$ cat src/rtl/if_fetch_stage.sv
// Instruction-fetch stage: owns the PC, fetches words over a req/ack handshake into a small FIFO and
// presents them to ID with branch/jump redirects. Optional IF_PERF_CNT_EN adds fetch/stall counters.
module if_fetch_stage #(
    parameter logic [31:0] RESET_PC  = 32'h0000_0000,
    parameter int          BUF_DEPTH = 2
) (
    input  logic        clock,
    input  logic        reset,
    output logic        imem_req,
    output logic [31:0] imem_addr,
    input  logic        imem_ack,
    input  logic [31:0] imem_rdata,
    input  logic        id_stall,
    input  logic        branchTaken,
    input  logic [31:0] branchTarget,
    input  logic        jumpTaken,
    input  logic [25:0] target,
    output logic [31:0] fullInstruction,
    output logic [31:0] pcPlus4,
`ifdef IF_PERF_CNT_EN
    output logic        instrValid,
    output logic [31:0] perf_fetched,
    output logic [31:0] perf_stall
`else
    output logic        instrValid
`endif
);

    localparam int PTR_W = $clog2(BUF_DEPTH);
    localparam int CNT_W = $clog2(BUF_DEPTH + 1);
    localparam logic [CNT_W-1:0] DEPTH_C = CNT_W'(BUF_DEPTH);

    typedef enum logic {
        IDLE = 1'b0,
        REQ  = 1'b1
    } state_t;

    state_t             state_reg;
    logic               drop_reg;
    logic [31:0]        pc_reg;
    logic [31:0]        addr_reg;
    logic [PTR_W-1:0]   rd_ptr_reg;
    logic [PTR_W-1:0]   wr_ptr_reg;
    logic [CNT_W-1:0]   count_reg;
    logic               valid_reg;
    logic [31:0]        instr_reg;
    logic [31:0]        pc4_reg;

    // Each entry holds {instruction, pc+4}
    logic [63:0]        buf_mem [BUF_DEPTH];

    logic               redirect;
    logic [31:0]        redirect_pc;
    logic               accept;
    logic               load_out;
    logic               pop;
    logic               bypass;
    logic               push_buf;
    logic [31:0]        pc_inc;
    logic [CNT_W-1:0]   count_next;
    logic [63:0]        head;

    assign redirect    = branchTaken | jumpTaken;
    // Branch comes from EX (older instruction), so it wins over a jump from ID
    assign redirect_pc = branchTaken ? (branchTarget & 32'hFFFF_FFFC)
                                     : {pc4_reg[31:28], target, 2'b00};
    assign pc_inc      = pc_reg + 32'd4;
    assign accept      = (state_reg == REQ) && imem_ack && !drop_reg && !redirect;
    assign load_out    = !valid_reg || !id_stall;
    assign pop         = load_out && (count_reg != '0);
    // An empty buffer lets the returning word go straight to the output register
    assign bypass      = load_out && (count_reg == '0) && accept;
    assign push_buf    = accept && !bypass;
    assign count_next  = count_reg + CNT_W'(push_buf) - CNT_W'(pop);
    assign head        = buf_mem[rd_ptr_reg];

    always_ff @(posedge clock) begin
        if (push_buf) begin
            buf_mem[wr_ptr_reg] <= {imem_rdata, pc_inc};
        end
    end

    always_ff @(posedge clock or posedge reset) begin
        if (reset) begin
            state_reg  <= IDLE;
            drop_reg   <= 1'b0;
            pc_reg     <= RESET_PC;
            addr_reg   <= RESET_PC;
            rd_ptr_reg <= '0;
            wr_ptr_reg <= '0;
            count_reg  <= '0;
            valid_reg  <= 1'b0;
            instr_reg  <= 32'h0;
            pc4_reg    <= 32'h0;
        end else if (redirect) begin
            pc_reg     <= redirect_pc;
            rd_ptr_reg <= '0;
            wr_ptr_reg <= '0;
            count_reg  <= '0;
            valid_reg  <= 1'b0;
            instr_reg  <= 32'h0;
            pc4_reg    <= 32'h0;
            // An in-flight request must still complete at its old address; its data is dropped
            if (state_reg == REQ) begin
                if (imem_ack) begin
                    state_reg <= IDLE;
                    drop_reg  <= 1'b0;
                end else begin
                    drop_reg  <= 1'b1;
                end
            end
        end else begin
            if (load_out) begin
                if (count_reg != '0) begin
                    valid_reg <= 1'b1;
                    instr_reg <= head[63:32];
                    pc4_reg   <= head[31:0];
                end else if (accept) begin
                    valid_reg <= 1'b1;
                    instr_reg <= imem_rdata;
                    pc4_reg   <= pc_inc;
                end else begin
                    valid_reg <= 1'b0;
                    instr_reg <= 32'h0;
                    pc4_reg   <= 32'h0;
                end
            end
            if (pop) begin
                rd_ptr_reg <= rd_ptr_reg + PTR_W'(1);
            end
            if (push_buf) begin
                wr_ptr_reg <= wr_ptr_reg + PTR_W'(1);
            end
            count_reg <= count_next;

            case (state_reg)
                IDLE: begin
                    if (count_reg < DEPTH_C) begin
                        state_reg <= REQ;
                        addr_reg  <= pc_reg;
                    end
                end
                REQ: begin
                    if (imem_ack) begin
                        if (drop_reg) begin
                            drop_reg  <= 1'b0;
                            state_reg <= IDLE;
                        end else begin
                            pc_reg <= pc_inc;
                            if (count_next < DEPTH_C) begin
                                addr_reg <= pc_inc;
                            end else begin
                                state_reg <= IDLE;
                            end
                        end
                    end
                end
                default: state_reg <= IDLE;
            endcase
        end
    end

`ifdef IF_PERF_CNT_EN
    logic [31:0] fetched_reg;
    logic [31:0] stall_reg;

    always_ff @(posedge clock or posedge reset) begin
        if (reset) begin
            fetched_reg <= 32'h0;
            stall_reg   <= 32'h0;
        end else begin
            if (accept) begin
                fetched_reg <= fetched_reg + 32'd1;
            end
            if (valid_reg && id_stall) begin
                stall_reg <= stall_reg + 32'd1;
            end
        end
    end

    assign perf_fetched = fetched_reg;
    assign perf_stall   = stall_reg;
`endif

    assign imem_req        = (state_reg == REQ);
    assign imem_addr       = addr_reg;
    assign fullInstruction = instr_reg;
    assign pcPlus4         = pc4_reg;
    assign instrValid      = valid_reg;

endmodule

$ cat config.mk
export PLATFORM = sky130hd
export DESIGN_NAME = if_fetch_stage
export DESIGN_NICKNAME = d
export VERILOG_FILES = /design/src/rtl/if_fetch_stage.sv
export SDC_FILE = /design/constraint.sdc
export NUM_CORES = 1
export LEC_CHECK = 0
export ABC_AREA = 1
export ABC_CLOCK_PERIOD_IN_PS = 10800
export CORE_MARGIN = 8
export CORE_UTILIZATION = 50
export CTS_BUF_LIST = sky130_fd_sc_hd__clkbuf_4 sky130_fd_sc_hd__clkbuf_8
export DETAILED_ROUTE_END_ITERATION = 10
export PLACE_DENSITY_LB_ADDON = 0.1
export SETUP_SLACK_MARGIN = 0.05
export SLEW_MARGIN = 20
export SYNTH_ARGS = -nofsm -noshare
export SYNTH_HDL_FRONTEND = slang
export SYNTH_SLANG_ARGS = --single-unit
$ cat constraint.sdc
create_clock -name clock -period 10.8 [get_ports clock]
set_input_delay 2.16 -clock clock [delete_from_list [all_inputs] [get_ports clock]]
set_output_delay 2.16 -clock clock [all_outputs]
set_load 0.01 [all_outputs]
==> flow_summary.json, run 1 <==
{
  "wl_mm": 31.4,
  "routabilityCongestion": 0.911,
  "worstPathArrival_ns": 7.03,
  "pwr-share-seq_pct": 48.7,
  "cts_buffers": 43,
  "hold_viol_final": 0,
  "largest_reg_flops": 124,
  "grt_pass1_vias": 9328,
  "finClkSkew_ns": 0.0231,
  "synth_area_leaders": "edfxtp_1, dfrtp_1, nand2_1, nand3_1, inv_1",
  "port_buffers": 189,
  "htreeDepth": 2,
  "r2r_setup_slack_ns": 6.37,
  "maxSlewViolCount": 0,
  "hp-class": "register to register",
  "rsz0062_at_grt": "no",
  "die_w_um": 168,
  "r2r_end": "imem_addr[20]",
  "ant_nets": 0,
  "cts-hold-fix-buffers": 0,
  "synth_cell_type_count": 33,
  "clk-insertion-delay-late_ns": 0.54,
  "cts_setup_buffers": 0,
  "final_layout_size_suffix_gt1_share_pct": 7.37,
  "yosys.area.top_type": "edfxtp_1",
  "fillers": 1909,
  "power.switching_w": 0.000596,
  "worst_slew_pin_slew_ns": 1.07,
  "p_per_area_nw_per_um2": 159,
  "largest-register": "buf_mem",
  "cts_num_sinks": 254,
  "rr_worst_depth": 16,
  "fin_nets": 1544,
  "crit_start": "branchTaken",
  "cts_resized": 0,
  "setup_viol": 0,
  "endpoint_kind": "register",
  "antenna_found_initial": 0,
  "maxSlewHeadroom_pct": 28.7,
  "grt-ovfl-total": 0,
  "dr_total_vias": 9371,
  "netlist_area_um2": 11500,
  "multiInputGateArea_um2": 4020,
  "track_usage_pct": 21.9,
  "cts_root_buf": "clkbuf_8",
  "fin_util_pct": 63.9,
  "whs_path_depth": 2,
  "io-pin-count": 194,
  "cts_buffer_depth": 3,
  "yosysTopAreaCellShare_pct": 32.3,
  "grt_pass1_wl_mm": 49.8,
  "syn_avg_cell_area_um2": 9.11,
  "via_per_inst": 5.31,
  "drt_iter0_markers": 720,
  "wire_per_inst_um": 17.8,
  "hold_start": "pcPlus4[15]",
  "rr_startpoint": "imem_req",
  "p_int_w": 0.00170,
  "hold_end": "pcPlus4[15]",
  "p_leak_nw": 6.32,
  "ys_warn_count": 0,
  "grt_max_degree": 96,
  "drc": 0,
  "finalCritPeriodShare_pct": 60.8,
  "synth-seq-cells": 254,
  "fin_setup_tns_ns": 0,
  "drv_cap": 0,
  "outcome": "finished, final reports clean",
  "antenna_cells": 0,
  "combinationalPowerShare_pct": 14.1,
  "ys_seq_area_share_pct": 60.6,
  "clkTransAtPathRegs_ns": 0.06,
  "cp_data_required_time_ns": 11.27,
  "firstDrtPassIters": 5,
  "clock_power_share_pct": 37.2,
  "die_h_um": 168,
  "min_period_ns": 6.56,
  "dp_hpwl_mm": 19.9,
  "rows": 55,
  "swShare_pct": 26.0,
  "clock.fmax_ghz": 0.152,
  "critPathKind": "primary input to register",
  "synthCells": 1264,
  "die_area_um2": 28200,
  "cts_tree": "done",
  "vdd_drop_max_mv": 0.0913,
  "seqCellArea_um2": 6980,
  "initial_utilization_pct": 50.9,
  "core-area_um2": 22600,
  "syn_to_final_growth_pct": 25.6,
  "startpoint_type": "primary input",
  "path_max_fanout": 63
}
==> cells in the mapped netlist, drive strengths merged <==
library cell and number:
dfrtp 130, buf 28, nor2 49, o21ai 49, or2 1, a22oi 30, nor3 2, edfxtp 124
nor3b 1, nand3b 6, and2 3, clkbuf 40, a21oi 36, o211ai 15, a31oi 33, nand3 77
xor2 16, nand4 1, xnor2 3, inv 67, o221ai 3, nand2 546, ha 3, conb 1
==> logic make-up (layout without fill, tap and decap cells) <==
kind of cell	after synthesis	count (layout)	synth area share [%]
XOR/XNOR	19	19	1.44
AND/OR/NAND/NOR	686	686	24.1
other	1	2	0.0326
AO/OA/AOI/OAI	166	166	8.68
adder cells (fa/ha/maj)	3	3	0.326
buffers and inverters	135	349	4.82
flip-flops	254	254	60.6
==> worst max-delay path, cell delays in order <==
cell,delay (ns)
clkdlybuf4s50_1,0.39
buf_4,0.25
or2_1,0.43
nor2_4,0.15
buf_4,0.64
o21ai_1,0.42
ha_1,0.40
inv_1,0.04
ha_1,0.18
inv_1,0.05
nand2_1,0.06
nand3_1,0.12
nand4_2,0.69
inv_2,0.75
nand3_1,0.16
nand2_1,0.10
==> power groups by stage <==
stage / clock [W] / sequential, W / combinational [W]
2_1_floorplan: 0 / 0.00114 / 0.000133
6_report: 0.000855 / 0.00112 / 0.000324
3_5_place_dp: 0 / 0.00113 / 0.000325
3_3_place_gp: 0 / 0.00113 / 0.000318
4_1_cts: 0.000870 / 0.00112 / 0.000326
5_1_grt: 0.000914 / 0.00112 / 0.000356
==> per-layer routing <==
| layer | wire [um] | GRT usage [%] | vias to the layer above |
|---|---|---|---|
| met5 | 0 | 0 | - |
| met4 | 500 | 5.82 | 0 |
| met3 | 2300 | 4.86 | 41 |
| met2 | 14400 | 34.9 | 344 |
| met1 | 14200 | 30.0 | 4443 |
| li1 | - | - | 4543 |
==> worst max-delay path by stage <==
stage	endpoint	slack (ns)
4_1_cts	imem_addr[20]	4.22
3_3_place_gp	imem_addr[20]	3.77
6_report	imem_addr[20]	4.24
5_1_grt	imem_addr[20]	3.84
3_5_place_dp	imem_addr[20]	3.67
2_1_floorplan	buf_mem[0][10]	4.86
==> layout make-up <==
cell class / count / area share [%]
Sequential cell: 254 / 48.2
Multi-Input combinational cell: 876 / 27.8
Timing Repair Buffer: 203 / 13.8
Clock buffer: 68 / 5.60
Tap cell: 285 / 2.46
Inverter: 67 / 1.77
Clock inverter: 11 / 0.329
==> through the flow <==
stage | area, um^2 | hold slack (ns) | power, W | std cells | worst slack (ns)
3_3_place_gp | 13600 | 0.462 | 0.00145 | 1685 | 3.77
2_1_floorplan | 11500 | 0.484 | 0.00128 | 1265 | 4.86
5_1_grt | 14500 | 0.483 | 0.00239 | 1764 | 3.84
4_1_cts | 14500 | 0.479 | 0.00231 | 1764 | 4.22
6_report | 14500 | 0.474 | 0.00230 | 1764 | 4.24
3_5_place_dp | 13600 | 0.464 | 0.00145 | 1685 | 3.67
==> placed cells by master (no fill, tap or decap), types with 2 or more instances in the layout <==
| master | count |
|---|---|
| buf_4 | 13 |
| nor3_1 | 2 |
| o211ai_1 | 15 |
| xor2_1 | 16 |
| nand2_1 | 544 |
| and2_1 | 3 |
| a22oi_1 | 30 |
| ha_1 | 3 |
| conb_1 | 2 |
| clkbuf_4 | 20 |
| o221ai_1 | 3 |
| a31oi_1 | 33 |
| xnor2_1 | 3 |
| dfrtp_1 | 129 |
| nor2_2 | 4 |
| o21ai_0 | 46 |
| nor2_1 | 35 |
| nor2_4 | 10 |
| edfxtp_1 | 124 |
| o21ai_1 | 3 |
| inv_2 | 2 |
| clkinv_1 | 6 |
| inv_1 | 64 |
| a21oi_1 | 35 |
| nand3_1 | 77 |
| clkinv_2 | 5 |
| nand3b_1 | 6 |
| clkbuf_8 | 48 |
| clkdlybuf4s50_1 | 189 |
| nand2_2 | 2 |
No activity file was read; power rests on OpenSTA's default activity.
==> inputs of run 2 (changes only) <==
--- a/config.mk
+++ b/config.mk
@@ -6,7 +6,7 @@
 export NUM_CORES = 1
 export LEC_CHECK = 0
 export ABC_AREA = 1
-export ABC_CLOCK_PERIOD_IN_PS = 10800
+export ABC_CLOCK_PERIOD_IN_PS = 5600
 export CORE_MARGIN = 8
 export CORE_UTILIZATION = 50
 export CTS_BUF_LIST = sky130_fd_sc_hd__clkbuf_4 sky130_fd_sc_hd__clkbuf_8
==> constraint.sdc (replaced) <==
create_clock -name clock -period 5.6 [get_ports clock]
set_input_delay 1.12 -clock clock [delete_from_list [all_inputs] [get_ports clock]]
set_output_delay 1.12 -clock clock [all_outputs]
set_load 0.01 [all_outputs]
==> run 2 against run 1 <==
Compared with the run above:
- first-iteration DRC count increased by 2.5%
- cell area increased by 0.55%
- combinational power increased by 93%
- via count increased by 0.34%
- register-to-register slack got worse by 4.3 ns
- clock-buffer cell count increased by 3
- hold slack improved by 0.0029 ns
- power increased by 96%
- largest power group unchanged
- critical path depth unchanged
==> flow_summary.json, run 2 (same netlist as run 1, synthesis figures left out) <==
{
  "grt_pass1_vias": 9326,
  "grt_pass1_wl_mm": 50.9,
  "hold_viol_final": 0,
  "cp_top_family": "buffers and inverters",
  "rows": 55,
  "p_per_area_nw_per_um2": 310,
  "cts_buffers": 43,
  "grt-ovfl-total": 0,
  "crit_buf_inv": 6,
  "hold_end": "pcPlus4[14]",
  "stdcell_area_um2": 14500,
  "cts_resized": 0,
  "die_h_um": 168,
  "clock.fmax_ghz": 0.241,
  "finClkSkew_ns": 0.0182,
  "drc": 0,
  "die_area_um2": 28200,
  "holdWs_ns": 0.476,
  "cts_root_buf": "clkbuf_8",
  "stdcell_count": 1766,
  "startpoint_type": "primary input",
  "clkTransAtPathRegs_ns": 0.06,
  "cts_buffer_depth": 3,
  "wl_mm": 31.9,
  "syn_to_final_growth_pct": 26.3,
  "min_period_ns": 4.14,
  "cts_num_sinks": 254,
  "busiest_layer": "met2",
  "worstPathArrival_ns": 4.56,
  "crit_chain": "clkdlybuf4s50_1, buf_4, or2_1, nor2_4, o21ai_1, ha_1, inv_1, ha_1, inv_1, nand2_1, nand3_1, nand4_2, buf_4, inv_2, nand2_1, nand2_1",
  "rr_worst_depth": 14,
  "cpPeakStageDelay_ns": 0.46,
  "cts_tree": "done",
  "layout_commonest_cell": "nand2_1",
  "p_leak_nw": 6.34,
  "largest_reg_flops": 124,
  "endpoint_kind": "register",
  "ant_nets": 0,
  "cts-hold-fix-buffers": 0,
  "met3_usage_pct": 5.38,
  "rr_startpoint": "count_reg[1]",
  "setup_viol": 0,
  "rsz0062_at_grt": "no",
  "finalPower_w": 0.00451,
  "final_layout_size_suffix_gt1_share_pct": 7.90,
  "grt_max_degree": 100,
  "via_per_inst": 5.32,
  "maxSlewHeadroom_pct": 29.9,
  "core-area_um2": 22600,
  "clk-insertion-delay-late_ns": 0.55,
  "cp_common_cell": "nand2_1",
  "cp_data_required_time_ns": 6.02,
  "die_w_um": 168,
  "dp_cells": 1688,
  "drv_cap": 0,
  "finalCritPeriodShare_pct": 74.0,
  "whs_path_depth": 2,
  "io-pin-count": 194,
  "critPathKind": "primary input to register",
  "worst_slew_pin_slew_ns": 1.05,
  "grt_util_met2_pct": 35.5,
  "outcome": "finished, final reports clean",
  "fin_nets": 1547,
  "fin_setup_tns_ns": 0,
  "htreeDepth": 2,
  "routabilityCongestion": 0.881,
  "antenna_cells": 0,
  "wire_per_inst_um": 18.0,
  "firstDrtPassIters": 5,
  "dr_total_vias": 9403,
  "path_max_fanout": 32,
  "slowest_stage": "or2_1",
  "largest-register": "buf_mem",
  "dp_hpwl_mm": 19.9,
  "track_usage_pct": 22.6,
  "hp-class": "register to register",
  "port_buffers": 189,
  "met1_usage_pct": 31.0,
  "crit_cells": 16,
  "initial_utilization_pct": 50.9,
  "placed_area_um2": 13600,
  "vdd_drop_max_mv": 0.160,
  "drt_iter0_markers": 738,
  "final_cell_mix": "nand2_1, clkdlybuf4s50_1, dfrtp_1",
  "cts_setup_buffers": 0,
  "maxSlewViolCount": 0,
  "antenna_found_initial": 0,
  "r2r_setup_slack_ns": 2.12,
  "r2r_end": "imem_addr[26]",
  "hold_start": "pcPlus4[14]"
}
run 2: cell count changes in the layout (fill, tap and decap cells not counted):
cell / previous run / this run
buf_4: 13 / 17
clkinv_2: 5 / 3
clkbuf_4: 20 / 16
buf_6: 1 / 0
clkinvlp_4: 0 / 3
clkinv_1: 6 / 1
inv_2: 2 / 3
inv_1: 64 / 63
clkbuf_8: 48 / 55
run 2: layout make-up:
cell class | instances | area, um^2
clock buffer | 71 | 877
clock inverter | 7 | 41.3
fill | 1891 | 8090
inverter | 67 | 256
multi-input combinational | 876 | 4020
sequential | 254 | 6980
tap | 285 | 357
timing repair buffer | 206 | 2020
run 2: per-layer routing:
layer  share of wire (%)  up-vias
li1                    -     4552
met1                  46     4458
met2                  45      350
met3                 7.2       43
met4                 1.7        0
met5                   0        -
run 2: worst max-delay path by stage:
stage	start	end	slack, ns
floorplan	jumpTaken	buf_mem[0][10]	0.70
global placement	branchTaken	imem_addr[26]	1.02
detailed placement	branchTaken	imem_addr[26]	0.91
CTS	branchTaken	imem_addr[26]	1.47
global route	branchTaken	imem_addr[26]	1.22
finish	branchTaken	imem_addr[26]	1.46
run 2: power by group:
part           total (W)  switching [W]  internal (W)
registers        0.00215      0.0000807       0.00207
clock network    0.00173       0.000740      0.000988
logic           0.000626       0.000339      0.000287
run 2: tightest hold or removal path, delay by kind of cell (launching register included):
kind / cells / cell delay, ns
AND/OR/NAND/NOR: 2 / 0.11
flip-flops: 1 / 0.34
run 2: metrics by stage:
step	utilization (%)	worst slack, ns
global placement	60.2	1.02
CTS	64.3	1.47
finish	64.3	1.46
detailed placement	60.2	0.912
floorplan	-	0.703
global route	64.3	1.22
